**config.mk**
```make
export PLATFORM = sky130hd
export DESIGN_NAME = fix_msg_framer
export DESIGN_NICKNAME = d
export VERILOG_FILES = /design/src/rtl/fix_pkg.sv /design/src/rtl/fix_byte_window.sv /design/src/rtl/fix_msg_framer.sv
export SDC_FILE = /design/constraint.sdc
export NUM_CORES = 1
export LEC_CHECK = 0
export ABC_AREA = 1
export BUFFER_PORTS_ARGS = -buffer_cell sky130_fd_sc_hd__buf_2
export CELL_PAD_IN_SITES_DETAIL_PLACEMENT = 1
export CELL_PAD_IN_SITES_GLOBAL_PLACEMENT = 1
export CORE_ASPECT_RATIO = 0.6
export CORE_UTILIZATION = 40
export CTS_CLUSTER_DIAMETER = 60
export DETAILED_ROUTE_END_ITERATION = 10
export HOLD_SLACK_MARGIN = 0.08
export PLACE_DENSITY = 0.77
export REMOVE_ABC_BUFFERS = 1
export SLEW_MARGIN = 20
export SYNTH_ARGS = -nofsm -noshare
export SYNTH_HDL_FRONTEND = slang
export SYNTH_SLANG_ARGS = --single-unit
export TNS_END_PERCENT = 100
```
**constraint.sdc**
```tcl
create_clock -name clk -period 2.05 [get_ports clk]
set_clock_uncertainty 0.1 [all_clocks]
set_input_delay 0.205 -clock clk [delete_from_list [all_inputs] [get_ports clk]]
set_output_delay 0.205 -clock clk [all_outputs]
set_load 0.02 [all_outputs]
```
**src/rtl/fix_pkg.sv**
```systemverilog
// FIX ASCII constants and framer state encoding, shared with the checksum stage.
package fix_pkg;

    localparam logic [7:0] SOH  = 8'h01;
    localparam logic [7:0] EQ   = 8'h3D;
    localparam logic [7:0] CH_0 = 8'h30;
    localparam logic [7:0] CH_1 = 8'h31;
    localparam logic [7:0] CH_8 = 8'h38;
    localparam logic [7:0] CH_9 = 8'h39;

    typedef enum logic [1:0] {
        ST_IDLE,
        ST_BODY,
        ST_TRAILER,
        ST_TERM
    } framer_state_t;

    function automatic logic is_digit(input logic [7:0] b);
        return (b >= CH_0) && (b <= CH_9);
    endfunction

endpackage

```
**src/rtl/fix_byte_window.sv**
```systemverilog
// 3-deep byte shift window (w0 newest, w2 oldest) with per-slot valid bits.
// Updates one cycle after shift/flush; flush wins over shift; no backpressure.
module fix_byte_window (
    input  logic       clk,
    input  logic       rst,
    input  logic       shift,
    input  logic       flush,
    input  logic [7:0] din,
    output logic [7:0] w0,
    output logic [7:0] w1,
    output logic [7:0] w2,
    output logic       v0,
    output logic       v1,
    output logic       v2
);

    always_ff @(posedge clk) begin
        if (rst || flush) begin
            w0 <= 8'h00;
            w1 <= 8'h00;
            w2 <= 8'h00;
            v0 <= 1'b0;
            v1 <= 1'b0;
            v2 <= 1'b0;
        end else if (shift) begin
            w0 <= din;
            w1 <= w0;
            w2 <= w1;
            v0 <= 1'b1;
            v1 <= v0;
            v2 <= v1;
        end
    end

endmodule

```
**src/rtl/fix_msg_framer.sv**
```systemverilog
// FIX framer: body bytes out 1 cycle after byte k+3, digits/ok/err 1 cycle after their byte.
// No backpressure (valid only). FIX_FRAMER_MAXLEN_EN adds the MAX_LEN body-length check.
module fix_msg_framer
    import fix_pkg::*;
#(
    parameter int MAX_LEN = 1024,
    parameter int LEN_W   = 11
) (
    input  logic       clk,
    input  logic       rst,
    input  logic [7:0] data_i,
    input  logic       valid_i,
    output logic [7:0] body_data_o,
    output logic       body_valid_o,
    output logic       start_o,
    output logic       end_o,
    output logic [7:0] cks_data_o,
    output logic       cks_valid_o,
    output logic       cks_last_o,
    output logic       frame_ok_o,
    output logic       err_o
);

    if (LEN_W < $clog2(MAX_LEN + 1)) begin : g_len_w_check
        $error("LEN_W too narrow for MAX_LEN");
    end

    framer_state_t state;
    logic          started;
    logic          end_pend;
    logic [1:0]    dig_cnt;
    logic [7:0]    w0, w1, w2;
    logic          v0, v1, v2;
    logic          body_acc;
    logic          trailer_hit;
    logic          len_over;
    logic          win_shift;
    logic          win_flush;

    assign body_acc    = valid_i && (state == ST_BODY);
    assign trailer_hit = body_acc && (data_i == EQ) && v0 && v1 && v2 &&
                         (w0 == CH_0) && (w1 == CH_1) && (w2 == SOH);

`ifdef FIX_FRAMER_MAXLEN_EN
    logic [LEN_W-1:0] len_cnt;

    // len_cnt >= MAX_LEN means this byte would push the count past MAX_LEN.
    assign len_over = body_acc && !trailer_hit && (len_cnt >= LEN_W'(MAX_LEN));

    always_ff @(posedge clk) begin
        if (rst) begin
            len_cnt <= '0;
        end else if (valid_i) begin
            if (state == ST_IDLE && data_i == CH_8) begin
                len_cnt <= LEN_W'(1);
            end else if (body_acc && !trailer_hit && !len_over) begin
                len_cnt <= len_cnt + 1'b1;
            end
        end
    end
`else
    assign len_over = 1'b0;
`endif

    assign win_shift = valid_i && (((state == ST_IDLE) && (data_i == CH_8)) ||
                                   (body_acc && !trailer_hit && !len_over));
    assign win_flush = trailer_hit || len_over;

    fix_byte_window u_window (
        .clk   (clk),
        .rst   (rst),
        .shift (win_shift),
        .flush (win_flush),
        .din   (data_i),
        .w0    (w0),
        .w1    (w1),
        .w2    (w2),
        .v0    (v0),
        .v1    (v1),
        .v2    (v2)
    );

    always_ff @(posedge clk) begin
        if (rst) begin
            state        <= ST_IDLE;
            started      <= 1'b0;
            end_pend     <= 1'b0;
            dig_cnt      <= 2'd0;
            body_data_o  <= 8'h00;
            body_valid_o <= 1'b0;
            start_o      <= 1'b0;
            end_o        <= 1'b0;
            cks_data_o   <= 8'h00;
            cks_valid_o  <= 1'b0;
            cks_last_o   <= 1'b0;
            frame_ok_o   <= 1'b0;
            err_o        <= 1'b0;
        end else begin
            body_valid_o <= 1'b0;
            start_o      <= 1'b0;
            cks_valid_o  <= 1'b0;
            cks_last_o   <= 1'b0;
            frame_ok_o   <= 1'b0;
            err_o        <= 1'b0;
            // end_o follows the last body byte even if the input stalls.
            end_o        <= end_pend;
            end_pend     <= 1'b0;
            if (valid_i) begin
                case (state)
                    ST_IDLE: begin
                        if (data_i == CH_8) begin
                            state   <= ST_BODY;
                            started <= 1'b0;
                        end
                    end
                    ST_BODY: begin
                        if (len_over) begin
                            err_o <= 1'b1;
                            state <= ST_IDLE;
                        end else if (trailer_hit) begin
                            body_data_o  <= w2;
                            body_valid_o <= 1'b1;
                            start_o      <= !started;
                            started      <= 1'b1;
                            end_pend     <= 1'b1;
                            dig_cnt      <= 2'd0;
                            state        <= ST_TRAILER;
                        end else if (v2) begin
                            body_data_o  <= w2;
                            body_valid_o <= 1'b1;
                            start_o      <= !started;
                            started      <= 1'b1;
                        end
                    end
                    ST_TRAILER: begin
                        if (is_digit(data_i)) begin
                            cks_data_o  <= data_i;
                            cks_valid_o <= 1'b1;
                            if (dig_cnt == 2'd2) begin
                                cks_last_o <= 1'b1;
                                state      <= ST_TERM;
                            end else begin
                                dig_cnt <= dig_cnt + 2'd1;
                            end
                        end else begin
                            err_o <= 1'b1;
                            state <= ST_IDLE;
                        end
                    end
                    ST_TERM: begin
                        if (data_i == SOH) begin
                            frame_ok_o <= 1'b1;
                        end else begin
                            err_o <= 1'b1;
                        end
                        state <= ST_IDLE;
                    end
                    default: state <= ST_IDLE;
                endcase
            end
        end
    end

endmodule

```
==> flow_summary_export.csv, run 1 <==
group,metric,value,unit
run_status,status,"complete, no violations",
critical_path,crit_path_end_kind,"flop",
floorplan,dieHeight,60.40,um
grt,grt_pass1_wl,9377,um
sta,hold_viol,0,
sta,slew_violations,0,
final_layout,nNetsFinal,371,
synth,yosys_register_bits,56,
synth,syn_inst,316,
sta,setup_viol,0,
synth,synthTopCellsByCount,"nor2_1 (90), dfxtp_1 (56), nand2_1 (47)",
grt,grt_max_degree,29,
critical_path,crit_chain,"dlygate4sd3_1 > buf_2 > nand2_2 > nor2_4 > nand4_1 > nand3b_1 > nand2_8 > inv_8 > nor2_1 > nor2_1",
sta,fin_ws,0.06658,ns
detailed_routing,ant_nets,0,
clock_network,cts.clk_slew.worst_paths,0.10,ns
synth,synth.avg_cell_area,7.194,um^2
final_layout,final_area,0.002749,mm^2
critical_path,crit_family,"simple AND/OR/NAND/NOR gates",
synth,synth_top_cell_area_share,0.4931,
synth,yosys.area.top_type,"dfxtp_1",
clock_network,cts_root_buf,"clkbuf_8",
clock_network,cts_max_level,2,
grt,overflow,0,
power,fin_total_pwr,2.007,mW
synth,yosys_warnings,0,
placed_design,dp_hpwl,4117,um
sta,layout_min_cycle_time,1.983,ns
grt,gr-usage-all-layers,0.2036,
clock_network,clock_path_buffers,2,
detailed_routing,drt-vias-per-instance,4.908,
critical_path,crit_type,"in2reg",
power,power_density,730.1,mW/mm^2
critical_path,cpPeakStageDelay,0.52,ns
final_layout,regArea,0.001121,mm^2
final_layout,drive_gt1_frac,0.1833,
power,ir_drop,0.3224,mV
floorplan,design.core.area,0.005255,mm^2
power,p_leak,1.306,nW
clock_network,cts_made_buffers,5,
synth,synth_area_leaders,"dfxtp_1 (49%), nor2_1 (15%), nand2_1 (7.8%)",
critical_path,cp_data_required_time,2.16,ns
clock_network,tritoncts,"built",
synth,async_reset_ff_frac,0,
detailed_routing,dr_total_vias,2091,
critical_path,crit_path_start_kind,"input port",
critical_path,crit_path_frequent_cell,"nor2_1",
sta,fmax,504.2,MHz
floorplan,rows,20,
final_layout,multi_input_area,0.001033,mm^2
synth,ys.flop_type,"dfxtp_1",
critical_path,crit_slowest_cell,"dlygate4sd3_1",
placed_design,routabilityCongestion,0.7679,
placed_design,dp_slack,0.1502,ns
sta,slew_headroom,0.7617,
detailed_routing,drtIter0Drc,122,
floorplan,die_w,99.33,um
detailed_routing,wl_per_cell,13.82,um
synth,yosysMostFrequentCell,"nor2_1",
sta,hold_ws,0.09764,ns
floorplan,die_area,0.005999,mm^2
clock_network,clock_latency,0.31,ns
final_layout,area_growth,20.91,%
hold_path,hp-class,"in2reg",
synth,ys_types,26,
critical_path,crit_fanout,13,
synth,netlist_area,0.002273,mm^2
sta,tightest_slew,0.3563,ns
detailed_routing,first_pass_iters,4,
critical_path,path_buf_inv,3,
placed_design,place_area,0.002497,mm^2
job,drv_cap,0,
detailed_routing,route.detailed.drc,0,
final_layout,fill_cells,702,
floorplan,start_util,0.4326,
synth,synth_seq_area_share,0.4931,
final_layout,antenna_cells,0,
placed_design,io_buffer_count,33,
floorplan,pin_count,34,
critical_path,worstPathArrival,2.09,ns
synth,synth-edff-count,0,
sta,fin_crit_sh,0.9675,
grt,grt_pass1_vias,1871,
clock_network,cts_sinks,56,
detailed_routing,drt_wl_total,5887,um
grt,antenna_found_initial,0,
cells by family (layout without fill, tap and decap cells):
group / Yosys count / after routing / share of synthesized area
buffers and inverters: 45 / 87 / 0.08421
AO/OA/AOI/OAI: 53 / 53 / 0.1194
flip-flops: 56 / 56 / 0.4931
adder cells (fa/ha/maj): 1 / 1 / 0.005503
AND/OR/NAND/NOR: 161 / 163 / 0.2977
where the power goes:
| group | total, mW | leakage (nW) | internal (mW) | switching, mW |
|---|---|---|---|---|
| clock network | 0.612 | 0.0445 | 0.243 | 0.368 |
| registers | 1.16 | 0.453 | 1.13 | 0.0345 |
| logic | 0.232 | 0.808 | 0.0798 | 0.152 |
flip-flops by register name, summed over array words and instances, names as in the netlist, 2 cells and up:
signal / count
u_window.w1: 8
body_data_o: 8
u_window.w2: 8
state: 2
u_window.w0: 8
cks_data_o: 8
dig_cnt: 2
cell usage in the layout, fill, tap and decap left out, types with 2 or more instances in the layout:
master	count
buf_2	33
nand3_1	5
nor2_4	3
nor3_1	4
nand2_8	2
o21a_1	2
clkbuf_8	5
buf_4	3
nand2_2	2
a21oi_1	13
nand4_1	4
nand2_4	2
nor2_1	88
inv_1	32
dlygate4sd3_1	4
dfxtp_1	56
nand2_1	46
inv_2	3
nor2_2	2
o21ai_0	21
o21ai_1	14
worst paths after layout:
path / depth (start not counted) / endpoint / slack [ns] / start
worst max-delay path: 10 / u_window.v1$_SDFFE_PP0P_ / 0.07 / data_i[5]
worst min-delay path: 3 / cks_data_o[1]$_SDFFE_PP0P_ / 0.1 / data_i[1]
worst max register to register: 10 / u_window.w1[5]$_SDFFE_PP0P_ / 0.20 / state[0]$_SDFFE_PP0P_
worst min register to register: 2 / end_o$_SDFF_PP0_ / 0.32 / end_pend$_SDFF_PP0_
cell type report:
cell class	count	share of cell area
flip-flops and latches	56	0.4078
multi-input cells	217	0.3760
repair buffers	42	0.09422
inverters	36	0.05507
well taps	66	0.03004
clock buffers	5	0.02503
clock inverters	3	0.007738
repair inverters	1	0.004096
routing by layer:
layer	GRT usage	share of wire
met2	0.2927	0.39
met3	0.04263	0.060
met4	0.05042	0.0082
met5	0	0
met1	0.3100	0.55
what timing repair did:
action | 4_1_cts | 5_1_grt
hold buffers | 4 | 0
endpoints found under the setup margin | 0 | 32
buffers inserted | 0 | 3
hold endpoints to repair | 4 | 0
gates resized for setup | 0 | 22
through the flow:
stage,utilization,std cells,TNS [ns]
6_report,0.5231,426,0
5_1_grt,0.5231,426,-0.2196
4_1_cts,0.5000,420,0
3_5_place_dp,0.4752,408,0
3_3_place_gp,0.4752,408,0
2_1_floorplan,-,307,0
worst reg2reg max path, cell delays in order, from the launching register on:
cell	delay [ns]
dfxtp_1	0.44
nand2_2	0.13
nor2_4	0.14
nand2_1	0.08
nor2_2	0.15
nand3_4	0.13
nand2_4	0.19
nand2_8	0.13
inv_16	0.13
nor2_1	0.05
nor2_1	0.11
Note: power is estimated with default switching activity, not from simulation.
==> run 2: changes to the inputs <==
--- a/config.mk
+++ b/config.mk
@@ -10,6 +10,7 @@
 export CELL_PAD_IN_SITES_DETAIL_PLACEMENT = 1
 export CELL_PAD_IN_SITES_GLOBAL_PLACEMENT = 1
 export CORE_ASPECT_RATIO = 0.6
+export CORE_MARGIN = 2
 export CORE_UTILIZATION = 40
 export CTS_CLUSTER_DIAMETER = 60
 export DETAILED_ROUTE_END_ITERATION = 10
==> flow_summary_export.csv, run 2 (synthesized netlist as in run 1, its figures left out) <==
group,metric,value,unit
clock_network,clock_latency,0.32,ns
clock_network,cts_max_level,2,
floorplan,dieHeight,62.40,um
critical_path,r2r_end,"u_window.w0[0]$_SDFFE_PP0P_",
sta,slew_headroom,0.7364,
clock_network,cts_made_buffers,5,
detailed_routing,wl_per_cell,14.21,um
floorplan,pin_count,34,
detailed_routing,first_pass_iters,4,
floorplan,start_util,0.4120,
grt,overflow,0,
critical_path,critPathCapture,"u_window.w0[0]$_SDFFE_PP0P_",
sta,slew_violations,0,
critical_path,crit_chain,"inv_2 > nand2_2 > nor2_4 > nand2_1 > nor2_1 > nand3_2 > nand2_2 > nand2_8 > o21ai_0 > nor2_1",
clock_network,cts_sinks,56,
critical_path,crit_path_end_kind,"flop",
job,drv_cap,0,
detailed_routing,dr_total_vias,2091,
critical_path,crit_path_start_kind,"flop",
grt,grt_max_degree,29,
grt,antenna_found_initial,0,
final_layout,post-route-util,0.4864,
floorplan,die_area,0.006322,mm^2
grt,grt_pass1_vias,2109,
critical_path,crit_slowest_cell,"dfxtp_1",
critical_path,crit_type,"reg2reg",
sta,layout_min_cycle_time,1.877,ns
sta,setup_viol,0,
final_layout,mostFrequentLayoutCells,"nor2_1 (90), dfxtp_1 (55), nand2_1 (47)",
critical_path,cp_data_required_time,2.16,ns
final_layout,nNetsFinal,368,
critical_path,cpPeakStageDelay,0.36,ns
sta,tightest_slew,0.3950,ns
clock_network,cts_root_buf,"clkbuf_8",
clock_network,cts.clk_slew.worst_paths,0.11,ns
critical_path,r2r-start,"state[1]$_SDFFE_PP0P_",
grt,grt_pass1_wl,10130,um
final_layout,final_common_cell,"nor2_1",
critical_path,crit_path_start,"state[1]$_SDFFE_PP0P_",
sta,hold_viol,0,
placed_design,place_area,0.002496,mm^2
floorplan,design.core.area,0.005518,mm^2
detailed_routing,ant_nets,0,
sta,fin_tns_setup,0,ns
critical_path,worstPathArrival,1.99,ns
final_layout,area_growth,18.05,%
power,power_density,788.1,mW/mm^2
clock_network,clock_path_buffers,2,
placed_design,dp_slack,0.09799,ns
floorplan,rows,21,
floorplan,die_w,101.3,um
clock_network,tritoncts,"built",
detailed_routing,drt-vias-per-instance,4.908,
sta,fin_ws,0.1732,ns
detailed_routing,drt_wl_total,6054,um
final_layout,antenna_cells,0,
run_status,status,"complete, no violations",
sta,fin_crit_sh,0.9155,
power,p_leak,1.283,nW
grt,gr-usage-all-layers,0.2045,
final_layout,final_area,0.002684,mm^2
hold_path,hp-class,"in2reg",
placed_design,routabilityCongestion,0.8620,
placed_design,dp_hpwl,4385,um
critical_path,crit_fanout,29,
sta,fmax,532.8,MHz
placed_design,io_buffer_count,33,
sta,rsz0062_at_grt,"false",
critical_path,rrSetupSlack,0.17,ns
final_layout,drive_gt1_frac,0.1597,
detailed_routing,route.detailed.drc,0,
critical_path,rr_worst_depth,10,
power,ir_drop,0.3601,mV
detailed_routing,drtIter0Drc,77,
==> run 2: changes by cell type in the layout (fill, tap and decap cells not counted), sizes merged <==
| cell | change |
|---|---|
| buf | -2 |
| inv | -2 |
| nand2 | -2 |
| bufinv | +1 |
| clkinv | +1 |
| dlygate4sd3 | +1 |
==> run 2: layer usage <==
layer | GRT usage | vias up | wire length, um
met2 | 0.2831 | 38 | 2458
met4 | 0.06926 | 0 | 63
met1 | 0.3120 | 978 | 3253
met5 | 0 | - | 0
li1 | - | 1069 | -
met3 | 0.04362 | 6 | 277
==> run 2: repair_timing <==
action                                  CTS  global route
hold buffers                              5             0
hold endpoints to repair                  5             0
endpoints found under the setup margin    0            26
gates resized for setup                   0             7
setup buffers                             0             0
==> run 2: worst min-delay path by stage <==
stage                         from                          to  slack (ns)  cells after the start
6_report                 data_i[1]  cks_data_o[1]$_SDFFE_PP0P_        0.08                      3
3_3_place_gp   end_pend$_SDFF_PP0_            end_o$_SDFF_PP0_        0.29                      2
4_1_cts                  data_i[1]  cks_data_o[1]$_SDFFE_PP0P_        0.08                      3
3_5_place_dp   end_pend$_SDFF_PP0_            end_o$_SDFF_PP0_        0.30                      2
2_1_floorplan                  rst  cks_data_o[0]$_SDFFE_PP0P_        0.17                      1
5_1_grt                  data_i[1]  cks_data_o[1]$_SDFFE_PP0P_         0.1                      3
==> run 2: layout make-up <==
| cell class | instances | area (um^2) |
|---|---|---|
| Clock buffer | 5 | 68.82 |
| Clock inverter | 3 | 42.54 |
| Fill cell | 710 | 2834 |
| Inverter | 36 | 147.6 |
| Multi-Input combinational cell | 215 | 969.7 |
| Sequential cell | 56 | 1122 |
| Tap cell | 69 | 86.33 |
| Timing Repair Buffer | 41 | 237.7 |
| Timing Repair inverter | 1 | 8.758 |
==> run 2: power by group <==
group	switching [mW]	internal, mW	leakage (nW)
logic	0.148	0.0725	0.776
registers	0.0331	1.13	0.454
clock network	0.371	0.362	0.0541
==> run 2: critical path: cells and delay by family (launching register included) <==
family                 cells  cell delay [ns]
AO/OA/AOI/OAI              1             0.22
flip-flops                 1             0.36
buffers and inverters      1             0.11
AND/OR/NAND/NOR            8             0.98
==> run 2: metrics by stage <==
stage               instances  hold slack, ns  power (mW)
finish                    426         0.08022       2.115
global route              426         0.09985       2.208
CTS                       425         0.08414       2.123
detailed placement        412          0.3019       1.392
global placement          412          0.2892       1.383
floorplan                 307          0.1741       1.310
==> run 3: changes to the inputs <==
--- a/config.mk
+++ b/config.mk
@@ -11,11 +11,11 @@
 export CELL_PAD_IN_SITES_GLOBAL_PLACEMENT = 1
 export CORE_ASPECT_RATIO = 0.6
 export CORE_MARGIN = 2
-export CORE_UTILIZATION = 40
+export CORE_UTILIZATION = 36
 export CTS_CLUSTER_DIAMETER = 60
 export DETAILED_ROUTE_END_ITERATION = 10
 export HOLD_SLACK_MARGIN = 0.08
-export PLACE_DENSITY = 0.77
+export PLACE_DENSITY = 0.73
 export REMOVE_ABC_BUFFERS = 1
 export SLEW_MARGIN = 20
 export SYNTH_ARGS = -nofsm -noshare
==> constraint.sdc (replaced) <==
create_clock -name clk -period 1.6 [get_ports clk]
set_clock_uncertainty 0.1 [all_clocks]
set_input_delay 0.16 -clock clk [delete_from_list [all_inputs] [get_ports clk]]
set_output_delay 0.16 -clock clk [all_outputs]
set_load 0.02 [all_outputs]
==> flow_summary_export.csv, run 3 (synthesized netlist as in run 1, its figures left out) <==
group,metric,value,unit
sta,setup_viol,32,
hold_path,hold_end,"u_window.w0[3]$_SDFFE_PP0P_",
sta,layout_min_cycle_time,1.798,ns
floorplan,die_w,106.6,um
power,power_frac_clock,0.319,
grt,grt_pass1_vias,2482,
power,intPower,2.161,mW
critical_path,path_buf_inv,2,
power,p_leak,1.654,nW
power,ir_drop,0.4276,mV
sta,rsz0062_at_grt,"true",
grt,overflow,0,
sta,hold_ws,0.1012,ns
power,p_comb_frac,0.187,
critical_path,crit_chain,"inv_1 > nand2_1 > nor2_2 > nand2_1 > nor2_4 > nand3_4 > nand2_4 > nand2_8 > clkbuf_16 > o21ai_1 > nor2_1",
clock_network,tritoncts,"built",
detailed_routing,route.detailed.drc,0,
critical_path,r2r-start,"u_window.w0[0]$_SDFFE_PP0P_",
critical_path,rr_worst_depth,11,
hold_path,hp-start,"data_i[3]",
final_layout,drive_gt1_frac,0.4105,
grt,grt_max_degree,28,
final_layout,area_growth,52.72,%
power,p_sw,0.8444,mW
placed_design,dp_hpwl,4929,um
placed_design,routabilityCongestion,0.8190,
floorplan,dieHeight,65.56,um
sta,fin_tns_setup,-4.340,ns
critical_path,crit_fanout,6,
detailed_routing,drt_wl_total,8723,um
sta,hold_viol,0,
floorplan,start_util,0.3720,
grt,antenna_found_initial,0,
placed_design,io_buffer_count,33,
detailed_routing,drt-vias-per-instance,5.026,
clock_network,cts_max_level,2,
critical_path,rrSetupSlack,-0.20,ns
final_layout,antenna_cells,0,
run_status,violations,"setup timing",
sta,slew_headroom,0.7678,
critical_path,worstPathArrival,1.93,ns
critical_path,r2r_end,"u_window.w2[0]$_SDFFE_PP0P_",
power,power_frac_seq,0.495,
critical_path,cpPeakStageDelay,0.35,ns
floorplan,pin_count,34,
sta,fin_crit_sh,1.124,
sta,slew_violations,0,
grt,grt_pass1_wl,12450,um
critical_path,crit_path_frequent_cell,"nand2_1",
sta,fmax,556.1,MHz
clock_network,clock_path_buffers,2,
clock_network,cts_sinks,56,
hold_path,hp-class,"in2reg",
run_status,status,"finished with violations",
critical_path,crit_path_start_kind,"flop",
floorplan,rows,22,
critical_path,crit_type,"reg2reg",
detailed_routing,first_pass_iters,4,
hold_path,whs_path_depth,4,
power,switching_share,0.2810,
final_layout,nNetsFinal,430,
detailed_routing,ant_nets,0,
clock_network,cts.clk_slew.worst_paths,0.11,ns
critical_path,crit_slowest_cell,"dfxtp_2",
critical_path,crit_path_end_kind,"flop",
sta,fin_ws,-0.1981,ns
power,power_density,865.4,mW/mm^2
final_layout,final_common_cell,"nor2_1",
critical_path,crit_family,"simple AND/OR/NAND/NOR gates",
grt,gr-usage-all-layers,0.2325,
detailed_routing,dr_total_vias,2528,
sta,tightest_slew,0.3483,ns
clock_network,cts_made_buffers,5,
clock_network,cts_root_buf,"clkbuf_8",
floorplan,design.core.area,0.006111,mm^2
floorplan,die_area,0.006988,mm^2
detailed_routing,drtIter0Drc,147,
detailed_routing,wl_per_cell,17.34,um
final_layout,fill_cells,767,
final_layout,mostFrequentLayoutCells,"nor2_1 (80), buf_4 (57), dfxtp_1 (49)",
critical_path,crit_path_start,"u_window.w0[0]$_SDFFE_PP0P_",
job,drv_cap,0,
critical_path,cp_data_required_time,1.73,ns
clock_network,clock_latency,0.34,ns
==> run 3: cell types whose count changed in the layout (fill, tap and decap cells not counted), moves of 5 or more <==
cell	before	now
buf_4	3	57
o21ai_2	0	20
o21ai_0	23	5
nor2_1	90	80
nand2_1	47	40
nor2_2	1	8
dfxtp_1	55	49
dfxtp_2	1	7
inv_1	33	28
nand2_2	2	7
==> run 3: through the flow <==
| step | util | instance area, um^2 | setup WS [ns] | power, mW | std cells |
|---|---|---|---|---|---|
| 2_1_floorplan | - | 2222 | 0.03387 | 1.679 | 307 |
| 3_3_place_gp | 0.4803 | 2935 | -0.1754 | 1.883 | 478 |
| 3_5_place_dp | 0.4803 | 2935 | -0.2287 | 1.897 | 478 |
| 4_1_cts | 0.5334 | 3259 | -0.05563 | 2.892 | 495 |
| 5_1_grt | 0.5682 | 3472 | -0.2750 | 3.114 | 503 |
| 6_report | 0.5682 | 3472 | -0.1981 | 3.005 | 503 |
==> run 3: worst max path at each step <==
stage / cells after the start / slack (ns) / end
after global routing: 11 / -0.28 / u_window.w2[0]$_SDFFE_PP0P_
after floorplan: 10 / 0.03 / u_window.v1$_SDFFE_PP0P_
after detailed placement: 11 / -0.23 / u_window.w1[3]$_SDFFE_PP0P_
after global placement: 11 / -0.18 / u_window.w1[0]$_SDFFE_PP0P_
final: 11 / -0.20 / u_window.w2[0]$_SDFFE_PP0P_
after CTS: 11 / -0.06 / u_window.w1[3]$_SDFFE_PP0P_
==> run 3: final cells by class <==
| class | count | area, um^2 | area share |
|---|---|---|---|
| sequential | 56 | 1130 | 0.3254 |
| clock buffer | 6 | 72.57 | 0.02090 |
| tap | 84 | 105.1 | 0.03027 |
| inverter | 36 | 155.1 | 0.04468 |
| timing repair buffer | 102 | 808.3 | 0.2328 |
| clock inverter | 2 | 35.03 | 0.01009 |
| multi-input combinational | 217 | 1166 | 0.3359 |
==> run 3: power by group through the flow <==
stage	clock, mW	sequential, mW	combinational, mW
final	0.957	1.49	0.560
after global routing	1.02	1.49	0.601
after CTS	0.949	1.48	0.461
after detailed placement	0	1.51	0.387
after global placement	0	1.51	0.376
after floorplan	0	1.51	0.168
==> run 3: metal layers <==
metal  vias up  GRT usage  share of wire
met4         0    0.06981          0.024
met5         -          0              0
met1      1228     0.3169           0.46
met3        29    0.05357          0.059
li1       1194          -              -
met2        77     0.3686           0.46
==> run 3: worst register-to-register path, delay by kind of cell, from the launching register on <==
kind / cells / cell delay [ns]
buf+inv: 2 / 0.24
flops: 1 / 0.35
compound gates: 1 / 0.13
simple gates: 8 / 0.86
==> run 3: repair_timing <==
action,in CTS,in global routing
setup endpoints to repair,31,40
cloned,3,2
pin swaps,9,14
resized for setup,52,41
hold buffers,1,0
endpoints found under the hold margin,1,0
buffers inserted,6,7
